**src/rtl/usb_rx_pkg.sv**
```systemverilog
// Shared types and constants for the full-speed USB receive path.
package usb_rx_pkg;

  // Packet type reported to the protocol controller
  typedef enum logic [2:0] {
    RX_NONE  = 3'd0,
    RX_OUT   = 3'd1,
    RX_IN    = 3'd2,
    RX_DATA0 = 3'd3,
    RX_DATA1 = 3'd4,
    RX_ACK   = 3'd5,
    RX_NAK   = 3'd6,
    RX_STALL = 3'd7
  } rx_pkt_t;

  // PID values as they appear in the lower nibble of the PID byte
  localparam logic [3:0] PID_OUT   = 4'b0001;
  localparam logic [3:0] PID_IN    = 4'b1001;
  localparam logic [3:0] PID_DATA0 = 4'b0011;
  localparam logic [3:0] PID_DATA1 = 4'b1011;
  localparam logic [3:0] PID_ACK   = 4'b0010;
  localparam logic [3:0] PID_NAK   = 4'b1010;
  localparam logic [3:0] PID_STALL = 4'b1110;

  // KJKJKJKK decodes to 0x80 when assembled LSB-first
  localparam logic [7:0] SYNC_BYTE = 8'h80;

  typedef enum logic [3:0] {
    S_IDLE  = 4'd0,
    S_SYNC  = 4'd1,
    S_PID   = 4'd2,
    S_TOKEN = 4'd3,
    S_DATA  = 4'd4,
    S_EOP   = 4'd5,
    S_EOP_J = 4'd6,
    S_DONE  = 4'd7,
    S_ERR   = 4'd8
  } rx_state_t;

  // Map a received PID byte to a packet type; RX_NONE flags a bad or unsupported PID
  function automatic rx_pkt_t pid_decode(input logic [7:0] pid_byte);
    rx_pkt_t pkt;
    pkt = RX_NONE;
    if (pid_byte[7:4] == ~pid_byte[3:0]) begin
      case (pid_byte[3:0])
        PID_OUT:   pkt = RX_OUT;
        PID_IN:    pkt = RX_IN;
        PID_DATA0: pkt = RX_DATA0;
        PID_DATA1: pkt = RX_DATA1;
        PID_ACK:   pkt = RX_ACK;
        PID_NAK:   pkt = RX_NAK;
        PID_STALL: pkt = RX_STALL;
        default:   pkt = RX_NONE;
      endcase
    end else begin
      pkt = RX_NONE;
    end
    return pkt;
  endfunction

endpackage

```
**src/rtl/usb_rx_unstuff_bit_decoder.sv**
```systemverilog
// Line front end: synchronizers, bit timer, NRZI decode, unstuffing and SE0 detection.
module usb_rx_bit_decoder #(
  parameter int CLKS_PER_BIT = 8
) (
  input  logic clk,
  input  logic n_rst,
  input  logic dp_in,
  input  logic dm_in,
  input  logic idle,
  output logic start,
  output logic strobe,
  output logic line_j,
  output logic bit_valid,
  output logic bit_val,
  output logic eop_seen,
  output logic stuff_err
);

  localparam int CW = (CLKS_PER_BIT > 2) ? $clog2(CLKS_PER_BIT) : 1;
  localparam logic [CW-1:0] CNT_LAST = CW'(CLKS_PER_BIT - 1);
  localparam logic [CW-1:0] CNT_HALF = CW'(CLKS_PER_BIT / 2);

  logic          dp_meta_r, dp_sync_r, dm_meta_r, dm_sync_r, dp_prev_r;
  logic          active_r;
  logic [CW-1:0] cnt_r;
  logic          nrzi_prev_r;
  logic [2:0]    ones_r;
  logic          sample_s, se0_s, dec_s, dp_edge_s;

  assign dp_edge_s = dp_sync_r ^ dp_prev_r;
  // First J->K while the packet FSM is idle marks the start of SYNC
  assign start     = idle & dp_prev_r & ~dp_sync_r;
  assign sample_s  = active_r & ~idle & (cnt_r == CNT_HALF);
  assign se0_s     = ~dp_sync_r & ~dm_sync_r;
  // NRZI: no level change means a 1
  assign dec_s     = (dp_sync_r == nrzi_prev_r);

  // Two-flop synchronizers (idle J) plus a delayed dp copy for edge detection
  always_ff @(posedge clk or negedge n_rst) begin
    if (!n_rst) begin
      dp_meta_r <= 1'b1;
      dp_sync_r <= 1'b1;
      dm_meta_r <= 1'b0;
      dm_sync_r <= 1'b0;
      dp_prev_r <= 1'b1;
    end else begin
      dp_meta_r <= dp_in;
      dp_sync_r <= dp_meta_r;
      dm_meta_r <= dm_in;
      dm_sync_r <= dm_meta_r;
      dp_prev_r <= dp_sync_r;
    end
  end

  // Bit timer: started by the first K, resynchronized on every dp transition
  always_ff @(posedge clk or negedge n_rst) begin
    if (!n_rst) begin
      active_r <= 1'b0;
      cnt_r    <= '0;
    end else if (start) begin
      active_r <= 1'b1;
      cnt_r    <= '0;
    end else if (idle) begin
      active_r <= 1'b0;
      cnt_r    <= '0;
    end else if (dp_edge_s || (cnt_r == CNT_LAST)) begin
      cnt_r <= '0;
    end else begin
      cnt_r <= cnt_r + CW'(1);
    end
  end

  // Mid-bit sampling: SE0 detection, NRZI decode and removal of stuffed zeros
  always_ff @(posedge clk or negedge n_rst) begin
    if (!n_rst) begin
      strobe      <= 1'b0;
      line_j      <= 1'b1;
      bit_valid   <= 1'b0;
      bit_val     <= 1'b0;
      eop_seen    <= 1'b0;
      stuff_err   <= 1'b0;
      nrzi_prev_r <= 1'b1;
      ones_r      <= 3'd0;
    end else begin
      strobe    <= 1'b0;
      bit_valid <= 1'b0;
      eop_seen  <= 1'b0;
      stuff_err <= 1'b0;
      if (start) begin
        nrzi_prev_r <= 1'b1;
        ones_r      <= 3'd0;
      end else if (sample_s) begin
        strobe <= 1'b1;
        line_j <= dp_sync_r & ~dm_sync_r;
        if (se0_s) begin
          eop_seen <= 1'b1;
          ones_r   <= 3'd0;
        end else begin
          nrzi_prev_r <= dp_sync_r;
          if (ones_r == 3'd6) begin
            ones_r    <= 3'd0;
            stuff_err <= dec_s;
          end else begin
            bit_valid <= 1'b1;
            bit_val   <= dec_s;
            ones_r    <= dec_s ? (ones_r + 3'd1) : 3'd0;
          end
        end
      end else begin
        nrzi_prev_r <= nrzi_prev_r;
        ones_r      <= ones_r;
      end
    end
  end

endmodule

```
**src/rtl/usb_rx_unstuff.sv**
```systemverilog
// Full-speed USB receiver top: byte assembly and packet FSM over the bit decoder.
module usb_rx_unstuff
  import usb_rx_pkg::*;
#(
  parameter int CLKS_PER_BIT = 8,
  parameter int BUF_DEPTH    = 64
) (
  input  logic       clk,
  input  logic       n_rst,
  input  logic       dp_in,
  input  logic       dm_in,
  input  logic [6:0] buffer_occupancy,
  output logic [7:0] rx_packet_data,
  output logic       store_rx_packet_data,
  output logic [2:0] rx_packet,
  output logic       rx_data_ready,
  output logic       rx_transfer_active,
  output logic       rx_error
);

  rx_state_t  state_r, next_state;
  logic       start_s, strobe_s, line_j_s, bit_valid_s, bit_val_s, eop_seen_s, stuff_err_s;
  logic [2:0] bit_cnt_r;
  logic [6:0] shreg_r;
  logic [7:0] byte_s;
  logic       byte_valid_s, partial_s, buf_full_s, err_s;
  rx_pkt_t    pid_pkt_s;
  logic       tok_cnt_r, is_data_r, got_byte_r;
  logic [2:0] j_cnt_r;
  logic       store_n, err_n, rdy_n, act_n;
  logic [7:0] data_n;
  logic [2:0] pkt_n;

  usb_rx_bit_decoder #(.CLKS_PER_BIT(CLKS_PER_BIT)) u_dec (
    .clk       (clk),
    .n_rst     (n_rst),
    .dp_in     (dp_in),
    .dm_in     (dm_in),
    .idle      (state_r == S_IDLE),
    .start     (start_s),
    .strobe    (strobe_s),
    .line_j    (line_j_s),
    .bit_valid (bit_valid_s),
    .bit_val   (bit_val_s),
    .eop_seen  (eop_seen_s),
    .stuff_err (stuff_err_s)
  );

  assign byte_valid_s = bit_valid_s & (bit_cnt_r == 3'd7);
  assign byte_s       = {bit_val_s, shreg_r};
  assign partial_s    = (bit_cnt_r != 3'd0);
  assign buf_full_s   = (buffer_occupancy >= 7'(BUF_DEPTH));
  assign pid_pkt_s    = pid_decode(byte_s);
  assign err_s        = stuff_err_s | (eop_seen_s & partial_s) |
                        ((state_r == S_DATA) & byte_valid_s & buf_full_s);

  // LSB-first byte assembler, cleared whenever the receiver is idle
  always_ff @(posedge clk or negedge n_rst) begin
    if (!n_rst) begin
      bit_cnt_r <= 3'd0;
      shreg_r   <= 7'd0;
    end else if (state_r == S_IDLE) begin
      bit_cnt_r <= 3'd0;
      shreg_r   <= 7'd0;
    end else if (bit_valid_s) begin
      bit_cnt_r <= bit_cnt_r + 3'd1;
      shreg_r   <= {bit_val_s, shreg_r[6:1]};
    end else begin
      bit_cnt_r <= bit_cnt_r;
      shreg_r   <= shreg_r;
    end
  end

  // FSM state register
  always_ff @(posedge clk or negedge n_rst) begin
    if (!n_rst) begin
      state_r <= S_IDLE;
    end else begin
      state_r <= next_state;
    end
  end

  // FSM next-state logic; errors take priority over byte completion
  always_comb begin
    next_state = state_r;
    case (state_r)
      S_IDLE:  next_state = start_s ? S_SYNC : S_IDLE;
      S_SYNC: begin
        if (err_s || eop_seen_s)  next_state = S_ERR;
        else if (byte_valid_s)    next_state = (byte_s == SYNC_BYTE) ? S_PID : S_ERR;
        else                      next_state = S_SYNC;
      end
      S_PID: begin
        if (err_s || eop_seen_s) begin
          next_state = S_ERR;
        end else if (byte_valid_s) begin
          case (pid_pkt_s)
            RX_OUT, RX_IN:           next_state = S_TOKEN;
            RX_DATA0, RX_DATA1:      next_state = S_DATA;
            RX_ACK, RX_NAK, RX_STALL: next_state = S_EOP;
            default:                 next_state = S_ERR;
          endcase
        end else begin
          next_state = S_PID;
        end
      end
      S_TOKEN: begin
        if (err_s || eop_seen_s)         next_state = S_ERR;
        else if (byte_valid_s && tok_cnt_r) next_state = S_EOP;
        else                             next_state = S_TOKEN;
      end
      S_DATA: begin
        if (err_s)           next_state = S_ERR;
        else if (eop_seen_s) next_state = S_EOP_J;
        else                 next_state = S_DATA;
      end
      S_EOP: begin
        if (err_s)         next_state = S_ERR;
        else if (strobe_s) next_state = eop_seen_s ? S_EOP_J : S_ERR;
        else               next_state = S_EOP;
      end
      S_EOP_J: begin
        if (err_s)                      next_state = S_ERR;
        else if (strobe_s && line_j_s)  next_state = S_DONE;
        else                            next_state = S_EOP_J;
      end
      S_DONE:  next_state = S_IDLE;
      S_ERR: begin
        if (strobe_s && line_j_s && (j_cnt_r == 3'd7)) next_state = S_IDLE;
        else                                           next_state = S_ERR;
      end
      default: next_state = S_IDLE;
    endcase
  end

  // FSM output logic: next values of the registered status outputs
  always_comb begin
    store_n = 1'b0;
    data_n  = rx_packet_data;
    pkt_n   = rx_packet;
    err_n   = rx_error;
    rdy_n   = rx_data_ready;
    act_n   = rx_transfer_active;
    if ((state_r == S_DATA) && byte_valid_s && !err_s) begin
      store_n = 1'b1;
      data_n  = byte_s;
    end else begin
      store_n = 1'b0;
    end
    if (start_s) begin
      pkt_n = RX_NONE;
      err_n = 1'b0;
      rdy_n = 1'b0;
      act_n = 1'b1;
    end else begin
      if ((state_r == S_PID) && (next_state inside {S_TOKEN, S_DATA, S_EOP})) begin
        pkt_n = pid_pkt_s;
      end else begin
        pkt_n = rx_packet;
      end
      if ((next_state == S_ERR) && (state_r != S_ERR)) begin
        err_n = 1'b1;
      end else begin
        err_n = rx_error;
      end
      if (next_state == S_DONE) begin
        rdy_n = is_data_r & got_byte_r;
        act_n = 1'b0;
      end else if ((state_r == S_ERR) && (next_state == S_IDLE)) begin
        act_n = 1'b0;
      end else begin
        act_n = rx_transfer_active;
      end
    end
  end

  // Registered outputs
  always_ff @(posedge clk or negedge n_rst) begin
    if (!n_rst) begin
      rx_packet_data       <= 8'h00;
      store_rx_packet_data <= 1'b0;
      rx_packet            <= RX_NONE;
      rx_data_ready        <= 1'b0;
      rx_transfer_active   <= 1'b0;
      rx_error             <= 1'b0;
    end else begin
      rx_packet_data       <= data_n;
      store_rx_packet_data <= store_n;
      rx_packet            <= pkt_n;
      rx_data_ready        <= rdy_n;
      rx_transfer_active   <= act_n;
      rx_error             <= err_n;
    end
  end

  // Per-packet context: token byte count, idle-J run length, data-packet tracking
  always_ff @(posedge clk or negedge n_rst) begin
    if (!n_rst) begin
      tok_cnt_r  <= 1'b0;
      j_cnt_r    <= 3'd0;
      is_data_r  <= 1'b0;
      got_byte_r <= 1'b0;
    end else begin
      if (state_r != S_TOKEN)  tok_cnt_r <= 1'b0;
      else if (byte_valid_s)   tok_cnt_r <= 1'b1;
      else                     tok_cnt_r <= tok_cnt_r;
      if (state_r != S_ERR)    j_cnt_r <= 3'd0;
      else if (strobe_s)       j_cnt_r <= line_j_s ? (j_cnt_r + 3'd1) : 3'd0;
      else                     j_cnt_r <= j_cnt_r;
      if (start_s)                                          is_data_r <= 1'b0;
      else if ((state_r == S_PID) && (next_state == S_DATA)) is_data_r <= 1'b1;
      else                                                  is_data_r <= is_data_r;
      if (start_s)      got_byte_r <= 1'b0;
      else if (store_n) got_byte_r <= 1'b1;
      else              got_byte_r <= got_byte_r;
    end
  end

endmodule

```
**config.mk**
```make
export PLATFORM = sky130hd
export DESIGN_NAME = usb_rx_unstuff
export DESIGN_NICKNAME = d
export VERILOG_FILES = /design/src/rtl/usb_rx_pkg.sv /design/src/rtl/usb_rx_unstuff_bit_decoder.sv /design/src/rtl/usb_rx_unstuff.sv
export SDC_FILE = /design/constraint.sdc
export NUM_CORES = 1
export LEC_CHECK = 0
export ABC_AREA = 1
export ABC_CLOCK_PERIOD_IN_PS = 2500
export BUFFER_PORTS_ARGS = -buffer_cell sky130_fd_sc_hd__buf_4
export CAP_MARGIN = 30
export CORE_MARGIN = 2
export CORE_UTILIZATION = 40
export DETAILED_ROUTE_END_ITERATION = 10
export SLEW_MARGIN = 30
export SYNTH_ARGS = -nofsm -noshare
export SYNTH_HDL_FRONTEND = slang
export SYNTH_HIERARCHICAL = 1
export SYNTH_SLANG_ARGS = --single-unit
```
**constraint.sdc**
```tcl
create_clock -name clk -period 2.5 [get_ports clk]
set_clock_uncertainty 0.2 [all_clocks]
set_input_delay 0 -clock clk [delete_from_list [all_inputs] [get_ports clk]]
set_output_delay 0 -clock clk [all_outputs]
set_load 0.01 [all_outputs]
```
==> impl_metrics.ini <==
[synthesis]
synth_cell_types = 32
synth_edf_count = 0
synth_async_sr_flop_share = 1.00
synth_fp_nets = 400
ys_seq_area_frac = 0.449
avgSynthCellArea_um2 = 7.99
syn_area_um2 = 3030
ys_ff_latch = 54
synth_ff_type = dfrtp_1
netlist.top_cell.by_area = dfrtp_1
yosysTopAreaCellShare = 0.405
netlist_instances = 379
yosys-top-cells-area = dfrtp_1 (41%), nand2_1 (11%), inv_1 (6.6%), nor2_1 (5.8%), dfstp_2 (4.3%)
ys_warn_count = 6

[run]
cap_violations = 0

[timing]
slew_headroom = 0.557
fin_crit_ps = 2270
setup-violations-final = 0
final-hold-violation-count = 0
worstMarginPinSlew_ps = 664
fin_tns_setup_ps = 0
fmax_mhz = 440
rsz0062_at_grt = no
period_share = 0.909
drv_slew = 0

[pwr]
combPwrFrac = 0.193
pwr-share-seq = 0.533
power.internal_mw = 1.26
power_leakage_nw = 1.88
finalPower_mw = 1.85
switchingPower_uw = 593
ir_drop_mv = 0.319
sw_frac_of_total = 0.320
pwr-share-clk = 0.274
power_density_nw_per_um2 = 539

[setup_path]
critPathArrivalTime_ps = 2290
crit_chain = inv_2 > nor2_1 > nand2_1 > nand3_1 > nand2_2 > nand2_1 > nor2_2 > nor2_4 > nand3_4 > nor2_4 > nand4_1 > nand4_1 > nand2_1
cp_slowest_stage_delay_ps = 620
timing.rr.start = shreg_r[3]$_DFFE_PN0P_
crit_type = register to register
crit_top_cell = nand2_1
crit_path_end_kind = register
reg2reg_depth = 13
r2r-end = rx_packet[0]$_DFFE_PN0P_
rrSetupSlack_ps = 230
cp_max_fo = 10
crit_required_ps = 2510
crit_slowest_cell = dfrtp_1
start_kind = register

[detailed_routing]
drtIter0Drc = 128
via_count = 2382
wl_mm = 5.94
wl_met1_mm = 3.05
maxUsedRoutingLayer = met4
wl_met3_um = 134
ant_nets = 0
drt_first_pass_iters = 4
avgViaCountPerCell = 4.69
wl_per_cell_um = 11.7
remaining_drc_errors = 0
routed-wl-met2_mm = 2.70

[clocking]
cts_setup_buffers = 0
clkSlewWorstSetupHoldPaths_ps = 100
cts_root_buf = clkbuf_8
cts_sinks = 54
tritoncts = built
clockBufferDepth = 2
clk_latency_ps = 310
cts_htree_levels = 2
cts-buffers-inserted = 5

[min_path]
hold_path_end = state_r[1]$_DFF_PN0_
min_path_cells = 6
hold_start = buffer_occupancy[6]
holdCritPathClass = input port to register

[place]
dpl.hpwl_mm = 4.48
gp_congestion = 0.840
port_buffers = 19
dp.cells = 497
placed_area_um2 = 3300

[floorplanning]
coreArea_um2 = 7290
die_w_um = 91.0
die_height_um = 91.0
initial_core_util = 0.415
die-area_um2 = 8280
io_pins = 26
std_cell_rows = 31

[final_layout]
instances_no_fill = 508
nNetsFinal = 429
syn2layout_area_growth_pct = 13.4
fillers = 732
multi_input_area_um2 = 1380
drive_gt1_frac = 0.237
antenna_cells = 0
final_util = 0.470
regArea_um2 = 1360
final_area_um2 = 3430

[grt]
grt_pass1_wl_mm = 10.6
overflow = 0
antenna_found_initial = 0
first_global_vias = 2314
grt.total_usage = 0.156
grt_start_max_net_pins = 55

[status]
outcome = finished clean
[how the worst max path moves through the flow]
stage,startpoint,endpoint,depth (start not counted)
detailed placement,bit_cnt_r[0]$_DFFE_PN0P_,rx_packet[0]$_DFFE_PN0P_,14
global placement,state_r[0]$_DFF_PN0_,rx_packet[2]$_DFFE_PN0P_,13
finish,shreg_r[3]$_DFFE_PN0P_,rx_packet[0]$_DFFE_PN0P_,13
global route,shreg_r[3]$_DFFE_PN0P_,rx_transfer_active$_DFFE_PN0P_,13
floorplan,bit_cnt_r[0]$_DFFE_PN0P_,rx_transfer_active$_DFFE_PN0P_,14
CTS,bit_cnt_r[0]$_DFFE_PN0P_,rx_packet[0]$_DFFE_PN0P_,14
[metrics by stage]
| stage | setup WS, ps | hold WS (ps) |
|---|---|---|
| finish | 227 | 32.6 |
| global route | 4.25 | 67.0 |
| CTS | 154 | 23.4 |
| detailed placement | 163 | -103 |
| global placement | 198 | -99.2 |
| floorplan | 322 | -496 |
[flip-flops by register name, summed over array words and instances (netlist names), 3 cells and up]
register        flops
rx_packet           3
shreg_r             7
j_cnt_r             3
bit_cnt_r           3
u_dec/ones_r        3
u_dec/cnt_r         3
rx_packet_data      8
state_r             4
[layer usage]
layer | vias to the layer above | global-route usage
met3 | 9 | 0.0257
met2 | 24 | 0.253
met5 | - | 0
li1 | 1237 | -
met1 | 1112 | 0.218
met4 | 0 | 0.0379
[cell type report]
type                            count  share of cell area
Inverter                           69              0.0762
Multi-Input combinational cell    250               0.402
Timing Repair Buffer               28              0.0635
Sequential cell                    54               0.396
Clock inverter                      3             0.00693
Tap cell                           99              0.0361
Clock buffer                        5              0.0201
[cells in the mapped netlist (8+ instances only)]
cell type	instances
nand3_1	15
o21ai_0	12
inv_2	13
a21oi_1	9
a31oi_1	9
nand2_2	16
ha_1	10
nand2_1	87
nor2_1	47
inv_1	53
dfrtp_1	49
nand4_1	8
[power groups by stage]
| stage | combinational (mW) | sequential [mW] | clock [mW] |
|---|---|---|---|
| global route | 0.409 | 0.995 | 0.563 |
| detailed placement | 0.354 | 1.00 | 0 |
| global placement | 0.345 | 0.998 | 0 |
| floorplan | 0.248 | 0.992 | 0 |
| CTS | 0.358 | 0.986 | 0.523 |
| finish | 0.358 | 0.986 | 0.507 |
[logic make-up after synthesis]
logic type,share of synthesized area
AND/OR/NAND/NOR,0.327
buffers and inverters,0.0988
flip-flops,0.449
AO/OA/AOI/OAI,0.0847
adder cells (fa/ha/maj),0.0413
[cells in the final DEF, fill, tap and decap left out]
master         synthesis  layout
nand2_1               87      86
inv_1                 53      53
dfrtp_1               49      49
nor2_1                47      45
buf_4                  0      25
nand2_2               16      17
nand3_1               15      15
inv_2                 13      13
o21ai_0               12      11
ha_1                  10      10
a21oi_1                9       9
a31oi_1                9       9
nor2_2                 6       8
nand4_1                8       8
nand3_2                6       6
nor2_4                 5       5
clkbuf_8               0       5
dfstp_2                5       5
nor3_1                 4       4
o21ai_1                2       3
dlygate4sd3_1          0       3
clkinv_2               2       2
nand2_4                2       2
nor2_8                 2       2
a32o_1                 2       2
o21a_1                 2       2
clkinvlp_4             0       2
a21oi_4                1       1
nand3_4                1       1
clkinv_1               1       1
o21bai_4               1       1
o31ai_1                1       1
or2_2                  1       1
o211ai_1               1       1
inv_6                  0       1
[repair_timing]
| action | CTS | global route |
|---|---|---|
| hold buffers | 3 | 0 |
| hold endpoints to repair | 56 | 0 |
| setup endpoints to repair | 0 | 5 |
| resized for setup | 0 | 4 |
[worst max-delay path, delay by kind of cell, from the launching register on]
family | cells | cell delay [ps]
buf+inv | 1 | 120
flops | 1 | 620
simple gates | 12 | 1230
Note: power is estimated with default switching activity, not from simulation.
